`src/rtl/bp_fe_bht_pkg.sv`:
```
// Shared types and saturating-counter helpers for the bimodal BHT controller.
package bp_fe_bht_pkg;

  localparam int unsigned bht_idx_max_lp = 16;
  localparam int unsigned bht_cnt_max_lp = 8;

  typedef logic [bht_idx_max_lp-1:0] bht_idx_t;
  typedef logic [bht_cnt_max_lp-1:0] bht_cnt_t;

  typedef enum logic [0:0] {INIT, RUN} bht_ctrl_state_e;

  // Fields are sized for the widest supported configuration; users slice to width.
  typedef struct packed {
    bht_idx_t idx;
    bht_cnt_t cnt;
  } bht_upd_s;

  function automatic bht_cnt_t bht_wnt(input int unsigned n);
    return bht_cnt_t'((32'd1 << (n - 32'd1)) - 32'd1);
  endfunction

  function automatic bht_cnt_t sat_inc(input bht_cnt_t c, input int unsigned n);
    return (c >= bht_cnt_t'((32'd1 << n) - 32'd1)) ? c : c + bht_cnt_t'(1);
  endfunction

  function automatic bht_cnt_t sat_dec(input bht_cnt_t c);
    return (c == '0) ? c : c - bht_cnt_t'(1);
  endfunction

endpackage

```
`src/rtl/bp_fe_bht_upd_fifo.sv`:
```
// Circular update queue; entries are presented oldest-first for forwarding.
module bp_fe_bht_upd_fifo
  import bp_fe_bht_pkg::*;
#(
  parameter int unsigned els_p = 4
) (
  input  logic             clk_i,
  input  logic             reset_i,
  input  logic             clear_i,
  input  logic             enq_i,
  input  bht_upd_s         data_i,
  input  logic             deq_i,
  output logic             full_o,
  output logic             empty_o,
  output bht_upd_s         entries_o [els_p],
  output logic [els_p-1:0] valid_o
);

  localparam int unsigned ptr_w_lp = $clog2(els_p);
  typedef logic [ptr_w_lp-1:0] ptr_t;
  typedef logic [ptr_w_lp:0]   cnt_t;

  ptr_t     r_rptr, r_wptr;
  cnt_t     r_cnt;
  bht_upd_s r_mem [els_p];
  logic     w_enq, w_deq;

  assign full_o  = (r_cnt == cnt_t'(els_p));
  assign empty_o = (r_cnt == '0);
  assign w_enq   = enq_i & ~full_o;
  assign w_deq   = deq_i & ~empty_o;

  always_ff @(posedge clk_i or posedge reset_i) begin
    if (reset_i) begin
      r_rptr <= '0;
      r_wptr <= '0;
      r_cnt  <= '0;
    end else if (clear_i) begin
      r_rptr <= '0;
      r_wptr <= '0;
      r_cnt  <= '0;
    end else begin
      if (w_enq) r_wptr <= r_wptr + ptr_t'(1);
      if (w_deq) r_rptr <= r_rptr + ptr_t'(1);
      case ({w_enq, w_deq})
        2'b10:   r_cnt <= r_cnt + cnt_t'(1);
        2'b01:   r_cnt <= r_cnt - cnt_t'(1);
        default: r_cnt <= r_cnt;
      endcase
    end
  end

  always_ff @(posedge clk_i) begin
    if (w_enq) r_mem[r_wptr] <= data_i;
  end

  always_comb begin
    for (int i = 0; i < els_p; i++) begin
      entries_o[i] = r_mem[ptr_t'(r_rptr + ptr_t'(i))];
      valid_o[i]   = (cnt_t'(i) < r_cnt);
    end
  end

endmodule

```
`src/rtl/bp_fe_bht_ctrl.sv`:
```
// 1RW bimodal BHT sequencer: init sweep, read-priority arbitration, queued updates.
// Define BP_FE_BHT_CTRL_FWD_EN to forward queued updates into prediction responses.
module bp_fe_bht_ctrl
  import bp_fe_bht_pkg::*;
#(
  parameter int unsigned bht_idx_width_p   = 9,
  parameter int unsigned bp_cnt_sat_bits_p = 2,
  parameter int unsigned upd_fifo_els_p    = 4
) (
  input  logic                         clk_i,
  input  logic                         reset_i,
  input  logic                         flush_i,
  input  logic                         r_v_i,
  output logic                         r_ready_o,
  input  logic [bht_idx_width_p-1:0]   idx_r_i,
  output logic                         predict_v_o,
  output logic                         predict_o,
  output logic [bp_cnt_sat_bits_p-1:0] predict_cnt_o,
  input  logic                         w_v_i,
  output logic                         w_ready_o,
  input  logic [bht_idx_width_p-1:0]   idx_w_i,
  input  logic [bp_cnt_sat_bits_p-1:0] cnt_w_i,
  input  logic                         taken_i,
  output logic                         mem_v_o,
  output logic                         mem_w_o,
  output logic [bht_idx_width_p-1:0]   mem_addr_o,
  output logic [bp_cnt_sat_bits_p-1:0] mem_data_o,
  input  logic [bp_cnt_sat_bits_p-1:0] mem_data_i,
  output logic                         init_done_o
);

  localparam int unsigned W = bht_idx_width_p;
  localparam int unsigned N = bp_cnt_sat_bits_p;
  localparam bht_cnt_t    wnt_full_lp = bht_wnt(N);
  localparam logic [N-1:0] wnt_lp = wnt_full_lp[N-1:0];

  bht_ctrl_state_e r_state;
  logic [W-1:0]    r_init_idx;
  logic            r_init_done, r_pred_v;
  logic            w_full, w_empty, w_enq, w_deq, w_unused;
  bht_cnt_t        w_upd_cnt;
  bht_upd_s        w_enq_data, w_head;
  bht_upd_s        w_entries [upd_fifo_els_p];
  logic [upd_fifo_els_p-1:0] w_valid;
  logic [N-1:0]    w_pred_cnt;

  assign w_upd_cnt  = taken_i ? sat_inc(bht_cnt_t'(cnt_w_i), N) : sat_dec(bht_cnt_t'(cnt_w_i));
  assign w_enq_data = '{idx: bht_idx_t'(idx_w_i), cnt: w_upd_cnt};
  assign w_head     = w_entries[0];
  assign w_ready_o  = (r_state == RUN) & ~w_full;
  assign w_enq      = w_v_i & w_ready_o;

  bp_fe_bht_upd_fifo #(
    .els_p(upd_fifo_els_p)
  ) u_fifo (
    .clk_i    (clk_i),
    .reset_i  (reset_i),
    .clear_i  (flush_i),
    .enq_i    (w_enq),
    .data_i   (w_enq_data),
    .deq_i    (w_deq),
    .full_o   (w_full),
    .empty_o  (w_empty),
    .entries_o(w_entries),
    .valid_o  (w_valid)
  );

  // A full queue steals the port from reads so updates can never be starved.
  always_comb begin
    mem_v_o    = 1'b0;
    mem_w_o    = 1'b0;
    mem_addr_o = '0;
    mem_data_o = '0;
    r_ready_o  = 1'b0;
    w_deq      = 1'b0;
    if (r_state == INIT) begin
      mem_v_o    = 1'b1;
      mem_w_o    = 1'b1;
      mem_addr_o = r_init_idx;
      mem_data_o = wnt_lp;
    end else if (w_full || (!r_v_i && !w_empty)) begin
      mem_v_o    = 1'b1;
      mem_w_o    = 1'b1;
      mem_addr_o = w_head.idx[W-1:0];
      mem_data_o = w_head.cnt[N-1:0];
      w_deq      = 1'b1;
    end else if (r_v_i) begin
      mem_v_o    = 1'b1;
      mem_addr_o = idx_r_i;
      r_ready_o  = 1'b1;
    end
  end

  always_ff @(posedge clk_i or posedge reset_i) begin
    if (reset_i) begin
      r_state     <= INIT;
      r_init_idx  <= '0;
      r_init_done <= 1'b0;
      r_pred_v    <= 1'b0;
    end else if (flush_i) begin
      r_state     <= INIT;
      r_init_idx  <= '0;
      r_init_done <= 1'b0;
      r_pred_v    <= 1'b0;
    end else begin
      r_pred_v <= r_ready_o;
      if (r_state == INIT) begin
        r_init_idx <= r_init_idx + W'(1);
        if (&r_init_idx) begin
          r_state     <= RUN;
          r_init_done <= 1'b1;
        end
      end
    end
  end

`ifdef BP_FE_BHT_CTRL_FWD_EN
  logic         r_fwd_hit, w_fwd_hit;
  logic [N-1:0] r_fwd_cnt, w_fwd_cnt;

  // Later (younger) matches override earlier ones.
  always_comb begin
    w_fwd_hit = 1'b0;
    w_fwd_cnt = '0;
    for (int i = 0; i < upd_fifo_els_p; i++) begin
      if (w_valid[i] && (w_entries[i].idx == bht_idx_t'(idx_r_i))) begin
        w_fwd_hit = 1'b1;
        w_fwd_cnt = w_entries[i].cnt[N-1:0];
      end
    end
  end

  always_ff @(posedge clk_i or posedge reset_i) begin
    if (reset_i) begin
      r_fwd_hit <= 1'b0;
      r_fwd_cnt <= '0;
    end else begin
      r_fwd_hit <= w_fwd_hit & r_ready_o;
      r_fwd_cnt <= w_fwd_cnt;
    end
  end

  assign w_pred_cnt = r_fwd_hit ? r_fwd_cnt : mem_data_i;
`else
  assign w_pred_cnt = mem_data_i;
`endif

  always_comb begin
    w_unused = ^w_valid;
    for (int i = 0; i < upd_fifo_els_p; i++) w_unused = w_unused ^ (^w_entries[i]);
  end

  assign init_done_o   = r_init_done;
  assign predict_v_o   = r_pred_v;
  assign predict_cnt_o = r_pred_v ? w_pred_cnt : '0;
  assign predict_o     = r_pred_v & (w_pred_cnt > wnt_lp);

endmodule

```
`config.mk`:
```
export PLATFORM = sky130hd
export DESIGN_NAME = bp_fe_bht_ctrl
export DESIGN_NICKNAME = d
export VERILOG_FILES = /design/src/rtl/bp_fe_bht_pkg.sv /design/src/rtl/bp_fe_bht_upd_fifo.sv /design/src/rtl/bp_fe_bht_ctrl.sv
export SDC_FILE = /design/constraint.sdc
export NUM_CORES = 1
export LEC_CHECK = 0
export ABC_AREA = 1
export BUFFER_PORTS_ARGS = -buffer_cell sky130_fd_sc_hd__buf_2
export CAP_MARGIN = 10
export CORE_MARGIN = 3
export CORE_UTILIZATION = 50
export DETAILED_ROUTE_END_ITERATION = 7
export HOLD_SLACK_MARGIN = 0.06
export PLACE_DENSITY = 0.75
export SKIP_LAST_GASP = 1
export SLEW_MARGIN = 20
export SYNTH_ARGS = -nofsm -noshare
export SYNTH_HDL_FRONTEND = slang
export SYNTH_SLANG_ARGS = --single-unit
```
`constraint.sdc`:
```
create_clock -name clk_i -period 1.87 [get_ports clk_i]
set_input_delay 0.187 -clock clk_i [delete_from_list [all_inputs] [get_ports clk_i]]
set_output_delay 0.187 -clock clk_i [all_outputs]
set_load 0.01 [all_outputs]
```
* Word level (Yosys, flattened, before mapping) *
Memory sizes are Yosys's and may differ from the RTL's.
Index checks and enable logic that the tools add are counted.

operators by class
  $add $sub $neg = 7
  reduce and logical (&&, ||, !) cells = 12
  mux-type cells = 34
  bitwise logic cells = 7
  eq/ne operators = 4
  magnitude comparators = 2

operator list
  cell                                                           count
  two-way mux 9 bit                                              5
  two-way mux 1 bit                                              17
  two-way mux 8 bit                                              2
  two-way mux 2 bit                                              7
  adder 9 x 1 -> 9 bit, second input constant                    1
  AND reduction 9 bit                                            1
  two-way mux 3 bit                                              2
  case mux 3 bit (2 select lines)                                1
  nonzero test 2 bit                                             3
  AND 1 bit                                                      5
  adder 2 x 1 -> 2 bit, second input constant                    2
  adder 2 x 1 -> 3 bit, second input constant                    1
  adder 3 x 1 -> 3 bit, second input constant                    1
  equality test 3 bit, second input constant                     1
  logical NOT 3 bit                                              1
  nonzero test 3 bit                                             1
  subtractor 2 x 1 -> 3 bit, second input constant               1
  subtractor 3 x 1 -> 3 bit, second input constant               1
  equality test 2 x 1 -> 1 bit, second input constant            1
  equality test 2 bit, second input constant                     1
  greater-or-equal comparator 2 bit, second input constant       1
  greater-than comparator 2 x 1 -> 1 bit, second input constant  1
  logical NOT 1 bit                                              2
  logical NOT 2 bit                                              1
  5 further kinds                                                6

word-level totals
  RAM bits = 68
  bits of input ports = 28
  flip-flop bits (word level) = 19
  memories = 1
  output and inout port bits = 20
  word-level logic and storage cells = 74

memory list
  memory        words  bits a word  rd ports  clocked after Yosys merged registers in  wr ports  RTL line                  RTL
  u_fifo.r_mem  4      17           1         0                                        1         bp_fe_bht_upd_fifo.sv:25  bht_upd_s r_mem [els_p];

* Longest topological paths before layout *
Gate-level depths: netlist (run 1).

  word-level depth = 10
  mapped depth = 12

* Hierarchy *
Synthesis (run 1) repeated with hierarchy kept, for this count alone.

unflattened totals
  cell total of the unflattened synthesis = 828
  area, all modules = 6,535.0 um^2

by module, submodules not included
  module              times used  area an instance (um^2)  cells each
  bp_fe_bht_upd_fifo  1           5,681.7                  694
  bp_fe_bht_ctrl      1           853.3                    134

* Worst setup path after synthesis (run 1) *
No wires, ideal clock.

  path type = flip-flop to flip-flop
  start point = register u_fifo.r_cnt[0]
  end point = register u_fifo.r_cnt[2]
  period minus slack after synthesis = 1,795 ps
  buffers on the path = 0
  arrival time = 1,677 ps
  cell stages (with the launch flop) = 13
  setup time = 117 ps
  path slack = 75 ps
  cells stage by stage = dfrtp_1 > nor2_2 > nand2_4 > nand3_4 > nand3_4 > inv_1 > fa_1 > xnor2_1 > inv_1 > nand2_1 > nand2_1 > nand2_1 > nand2_1

on the way
  cells in the longest elaborated chain, start to end = 10
  elaborated cells between the ends (all ways) = 20
  those cells by class = 2 x add/sub; 3 x eq/ne; 4 x mux; 6 x bitwise; 5 x reduce/logical

RTL lines
  item                                                                 RTL line                  RTL
  start, declared                                                      bp_fe_bht_upd_fifo.sv:24  cnt_t r_cnt;
  start signal, assigned                                               bp_fe_bht_upd_fifo.sv:46  2'b10: r_cnt <= r_cnt + cnt_t'(1);
  start signal, assigned                                               bp_fe_bht_upd_fifo.sv:47  2'b01: r_cnt <= r_cnt - cnt_t'(1);
  start signal, assigned                                               bp_fe_bht_upd_fifo.sv:48  default: r_cnt <= r_cnt;
  logical NOT 3 bit                                                    bp_fe_bht_upd_fifo.sv:29  assign empty_o = (r_cnt == '0);
  logical NOT 1 bit                                                    bp_fe_bht_ctrl.sv:81      end else if (w_full || (!r_v_i && !w_empty)) begin
  logical AND 1 bit                                                    bp_fe_bht_ctrl.sv:81
  logical OR 1 bit                                                     bp_fe_bht_ctrl.sv:81
  two-way mux 1 bit                                                    bp_fe_bht_ctrl.sv:81
  two-way mux 1 bit                                                    bp_fe_bht_ctrl.sv:76      if (r_state == INIT) begin
  AND 1 bit                                                            bp_fe_bht_upd_fifo.sv:31  assign w_deq = deq_i & ~empty_o;
  equality test 2 x 1 -> 1 bit or equality test 2 bit (tied branches)  bp_fe_bht_upd_fifo.sv:45  case ({w_enq, w_deq})
  case mux 3 bit (2 select lines)                                      bp_fe_bht_upd_fifo.sv:45
  two-way mux 3 bit                                                    bp_fe_bht_upd_fifo.sv:38  end else if (clear_i) begin

Parallel ways exist; a longest one is shown, timed or not.
A chain may end at the register's enable or synchronous reset.

* Final worst setup path (run 1) *
  start point = register u_fifo.r_cnt[1]
  end point = register u_fifo.r_cnt[2]

The elaborated chain is that of the path after synthesis.

==> reports/qor.txt, run 1 <==
Layout Skew: 16.0 ps
Final hold violations: 0
Main area contributors after synthesis: edfxtp_1 45%, dfrtp_1 16%, nand2_1 6.1%
Chip height: 83.0 um
Worst hold path cell count: 1
Synthesized Nets: 322
Max VDD drop: 0.615 mV
GP Congestion: 0.837
Post-route ant nets: 0
CTS Buf Count: 9
Commonest cells in the netlist: 48 x nand2_1, 44 x edfxtp_1, 37 x nor2_1
Syn avg cell area: 10.3 sq um
I/O Pins: 48
Post-synth EDFFs: 44
RR Startpoint: u_fifo.r_cnt[1]
Yosys top cell area share: 44.5%
Most common cell in the netlist: nand2_1
Hold slack final: 79.9 ps
Post-route setup TNS: 0 ps
Max cap viols: 0
HPWL after detailed placement: 4.28 mm
Area growth syn-to-layout: 27.3%
Core Region: 5640 sq um
Unrepaired setup endpoints after global routing: yes
Seq/Total Area, Yosys: 60.5%
GRT Residual Overflow: 0
Number of synthesis warnings: 0
Vias: 2305
Number of global-route vias before repair: 2327
R2R depth: 11
Crit-path max FO: 4
CTS Sinks: 63
WS Path Type: flop to flop
Element type at the critical path start: flop
Worst-Margin Slew: 747 ps
Tmin final: 1860 ps
Worst r2r dst: u_fifo.r_cnt[2]
#FFs+latches synth: 63
Global-route usage over all layers: 19.9%
Post-synthesis cell type count: 31
Diode count: 0
CP Capture Type: flop
Detailed Routing Iterations Pass 1: 5
DRC viols: 0
Via density: 5.25
DP Cell Count: 408
Async SR Flop Fraction: 30.2%
Tcrit/Tclk final: 99.3%
Run status: complete, no violations
Post-Route WL: 6.82 mm
Rel. slew slack: 50.1%
Finished Layout Cells: 439
Mapped Cells: 287
Total Nets Final: 398
Initial Util: 52.6%
Worst skew pair latency: 340 ps
Arrival time worst endpoint: 2070 ps
Die width: 83.0 um
Pwr dens: 718 nW/um^2
Largest net degree at the start of global routing: 26
Clock Path Buffers: 2
F_max: 0.539 GHz
IO Port Bufs: 47
WP data required: 2090 ps
Leak: 1.60 nW
Antenna violations before repair: 0
Share of cells above drive strength 1: 29.4%
Most used DFF post-synth: edfxtp_1
Die area: 6900 sq um
Hold EP: u_fifo.r_mem[2][16]
Setup slack, reg-to-reg: 10 ps
Worst-path clk slew: 60 ps
Fin util: 67.0%
Max H-tree Level: 3
Hold Crit Start: idx_w_i[8]
Slew Limit Fails: 0
Final setup vio count: 0
Per-cell routed wire length: 15.5 um
TritonCTS clock tree: yes
Leading area contributor after synthesis: edfxtp_1
Tightest Hold Check Type: input pin to flop
Synth Cell Area: 2970 sq um
# rows: 27
First-pass GRT wire length: 10.9 mm
Root Driver: clkbuf_8
Initial DRC count: 131
kinds of logic after synthesis:
kind of cell               share of synthesized area, %
xor gates and xnor gates                          0.295
AOI/OAI and AO/OA                                  11.9
adders and majority gates                          3.20
and+or+nand+nor                                    18.0
DFF                                                60.5
buffers and inverters                              6.11
state kept, by name, summed over array words and instances, names as in the netlist:
name / cells
u_fifo.r_wptr: 2
r_state: 1
u_fifo.r_cnt: 3
u_fifo.r_rptr: 2
r_init_idx: 9
predict_v_o: 1
u_fifo.r_mem: 44
init_done_o: 1
metal layers:
metal | wire length, um | track usage, % | vias to the layer above
met5 | 0 | 0 | -
met4 | 66 | 5.65 | 0
met3 | 553 | 5.75 | 10
met2 | 3460 | 34.2 | 97
met1 | 2750 | 24.2 | 1059
li1 | - | - | 1139
placed cells by master, fill, tap and decap left out, types with 3 or more instances in the layout:
master,netlist,routed
nor3_1,7,7
o21ai_1,1,3
dlygate4sd3_1,0,6
buf_4,0,16
buf_2,8,47
dfrtp_1,19,14
inv_1,29,26
nor2_4,1,3
nand4_1,6,6
nand3_1,9,9
a21oi_1,9,9
clkbuf_8,1,9
nand2_1,48,47
clkinvlp_4,0,3
ha_1,6,6
a21oi_2,3,3
o211ai_1,5,5
o21ai_0,30,28
dfrtp_2,0,5
nor2_1,37,37
edfxtp_1,44,44
o22ai_1,8,6
what timing repair did:
action | CTS | global route
endpoints found under the setup margin | 10 | 14
gates resized for setup | 9 | 24
hold buffers | 5 | 1
pin swaps | 1 | 16
hold endpoints to repair | 32 | 4
cloned | 1 | 3
setup buffers | 1 | 5
report_power, final:
group / internal, mW / switching [mW]
clock: 0.597 / 0.509
combinational: 0.0426 / 0.0599
sequential: 1.50 / 0.00438
critical path, cell delays in order, from the launching register on:
cell and delay, ps:
dfrtp_2 460, o21ai_4 240, nand2_8 90, nand3_4 70
inv_2 40, fa_2 380, xnor2_2 200, inv_1 60
nand2_1 50, nand2_1 40, nand2_1 60, nand2_1 40
metrics by stage:
stage	instance area, sq um	total power [mW]	worst slack (ps)
2_1_floorplan	2970	1.57	75.4
3_3_place_gp	3320	1.62	95.7
3_5_place_dp	3320	1.63	9.63
4_1_cts	3600	2.72	4.26
5_1_grt	3780	2.82	-77.4
6_report	3780	2.71	13.3
layout make-up:
cell class	instances	area, sq um
Clock inverter	5	50.0
Clock buffer	10	128
Inverter	30	131
Sequential cell	63	1800
Multi-Input combinational cell	184	1050
Timing Repair Buffer	74	520
Tap cell	72	90.1
Fill cell	427	1860
Timing Repair inverter	1	7.51
how the worst max path moves through the flow:
stage | from | to | slack, ps
after global placement | u_fifo.r_cnt[0] | u_fifo.r_cnt[2] | 100
after global routing | u_fifo.r_cnt[1] | mem_addr_o[2] | -80
after floorplan | u_fifo.r_cnt[0] | u_fifo.r_cnt[2] | 80
after detailed placement | u_fifo.r_cnt[0] | u_fifo.r_cnt[2] | 10
after CTS | u_fifo.r_cnt[0] | mem_addr_o[5] | 4
final | u_fifo.r_cnt[1] | u_fifo.r_cnt[2] | 10
No activity file was read; power rests on OpenSTA's default activity.
==> inputs of run 2 (changes only) <==
CORE_UTILIZATION = 53   (was 50)
CTS_BUF_LIST = sky130_fd_sc_hd__clkbuf_8   (was default)
PLACE_DENSITY = 0.79   (was 0.75)
SKIP_LAST_GASP = default   (was 1)
==> run 2 against run 1 <==
Net effect: total power shrank 5.7%; utilization grew 3.8 points; clock power shrank 14%; critical path depth shrank 4; combinational power is essentially flat; clock skew shrank 4.7 ps; sequential power is essentially flat; hold slack lost 5.5 ps.
==> reports/qor.txt, run 2 (same netlist as run 1, synthesis figures left out) <==
Run status: complete, no violations
Area growth syn-to-layout: 25.7%
Per-cell routed wire length: 15.8 um
Final hold violations: 0
Max reg flops: 44
I/O Pins: 48
DP Cell Count: 407
Largest net degree at the start of global routing: 20
Global-route usage over all layers: 21.1%
GP Congestion: 0.820
Tmin final: 1860 ps
GRT Residual Overflow: 0
Initial DRC count: 214
Die area: 6530 sq um
Unrepaired setup endpoints after global routing: yes
Max H-tree Level: 3
Leak: 1.63 nW
Detailed Routing Iterations Pass 1: 6
IO Port Bufs: 47
TritonCTS clock tree: yes
Layout Skew: 11.3 ps
Die width: 80.8 um
CP Capture Type: primary output
Share of cells above drive strength 1: 30.8%
DRC viols: 0
Post-Route WL: 6.90 mm
# rows: 26
CTS Sinks: 63
Finished Layout Cells: 437
Power Total: 2.56 mW
Pwr dens: 686 nW/um^2
Vias: 2384
Max VDD drop: 0.572 mV
Commonest cells after routing, fill and taps aside: 48 x buf_2, 47 x nand2_1, 44 x edfxtp_1
Core Region: 5270 sq um
Biggest regs: u_fifo.r_mem: 44 flops, r_init_idx: 9 flops, u_fifo.r_cnt: 3 flops
RR Startpoint: u_fifo.r_cnt[1]
Tightest Hold Check Type: input pin to flop
Worst-Margin Slew: 765 ps
Sequential cell fraction of total power: 58.9%
Post-route setup TNS: 0 ps
WP data required: 1680 ps
Sw Share: 21.8%
Post-route ant nets: 0
CTS Buf Count: 9
Total Nets Final: 398
Storage cell area: 1800 sq um
Rel. slew slack: 48.9%
Pint: 2.00 mW
Number of global-route vias before repair: 2181
Hold Crit Start: idx_w_i[8]
First-pass GRT wire length: 10.2 mm
Root Driver: clkbuf_8
Comb power frac: 4.0%
Chip height: 80.8 um
Tcrit/Tclk final: 99.3%
Arrival time worst endpoint: 1670 ps
Crit-path max FO: 13
Fill cells: 384
Worst skew pair latency: 340 ps
Multi-input gate area: 1060 sq um
Antenna violations before repair: 0
WS Path Type: flop to primary output
Initial Util: 56.3%
Via density: 5.46
Clock Path Buffers: 2
Critical Path Start: u_fifo.r_rptr[0]
Element type at the critical path start: flop
F_max: 0.539 GHz
Commonest non-fill, non-tap cell in the layout: buf_2
HPWL after detailed placement: 4.16 mm
Slew Limit Fails: 0
Clk pwr share: 37.2%
P_sw: 558 uW
Diode count: 0
Final setup vio count: 0
Worst-path clk slew: 70 ps
Most flop-heavy register: u_fifo.r_mem
Max cap viols: 0
==> run 2: cell types whose count changed in the layout (fill, tap and decap cells not counted), moves of 2 or more <==
| cell | before | now |
|---|---|---|
| o21ai_0 | 28 | 26 |
| inv_1 | 26 | 29 |
| dfrtp_2 | 5 | 3 |
| buf_6 | 0 | 3 |
| nand2_8 | 2 | 0 |
| o22ai_2 | 2 | 5 |
| clkinvlp_4 | 3 | 1 |
| nor2_1 | 37 | 35 |
| nor2_2 | 0 | 2 |
| clkinv_1 | 2 | 0 |
| nand2_4 | 1 | 3 |
| dfrtp_1 | 14 | 16 |
| o22ai_1 | 6 | 3 |
| clkbuf_16 | 2 | 0 |
==> run 2: worst max-delay path, stage by stage, from the launching register on <==
cell and delay (ps):
dfrtp_1 430, inv_2 140, buf_12 150, o21ai_0 90, o22ai_1 180, nand2_1 90
o211ai_1 80, buf_2 160
==> run 2: metal layers <==
layer,routed length (um),vias up,GRT usage (%)
met2,3500,107,36.0
met5,0,-,0
met1,2860,1122,26.2
met4,81,0,6.93
met3,463,12,5.43
li1,-,1143,-
==> run 2: final timing paths <==
kind | depth (start not counted) | slack [ps] | to
hold / removal | 1 | 70 | u_fifo.r_mem[0][16]
setup / recovery | 7 | 10 | mem_addr_o[7]
max in group asynchronous | 3 | 810 | u_fifo.r_cnt[1]
min in group asynchronous | 3 | 530 | u_fifo.r_rptr[0]
setup reg to reg | 11 | 50 | u_fifo.r_cnt[2]
hold reg to reg | 1 | 510 | r_init_idx[3]
==> run 2: timing repair <==
item	4_1_cts	5_1_grt
endpoints found under the setup margin	11	10
pin swaps	2	13
hold endpoints to repair	37	0
cloned	2	2
hold buffers	6	0
gates resized for setup	12	24
setup buffers	0	5
==> run 2: stage by stage <==
step           cell area [sq um]  worst slack [ps]  utilization, %  hold slack (ps)
6_report                    3730              13.3            70.8             74.4
5_1_grt                     3730             -81.7            70.8             62.9
4_1_cts                     3610              4.16            68.6             62.7
3_5_place_dp                3330              15.0            63.1              353
3_3_place_gp                3330              95.5            63.1              344
2_1_floorplan               2970              75.4               -              138
==> run 2: cell type report <==
type | count | share of cell area [%]
repair inverters | 1 | 0.168
clock inverters | 6 | 0.872
repair buffers | 74 | 13.3
clock buffers | 9 | 3.32
well taps | 70 | 2.35
flip-flops and latches | 63 | 48.3
multi-input cells | 184 | 28.5
inverters | 30 | 3.29
==> run 2: power groups by stage <==
stage	logic, mW	registers, mW	clock network (mW)
6_report	0.102	1.51	0.952
5_1_grt	0.116	1.51	1.03
4_1_cts	0.102	1.51	0.966
3_5_place_dp	0.0911	1.54	0
3_3_place_gp	0.0884	1.53	0
2_1_floorplan	0.0389	1.53	0
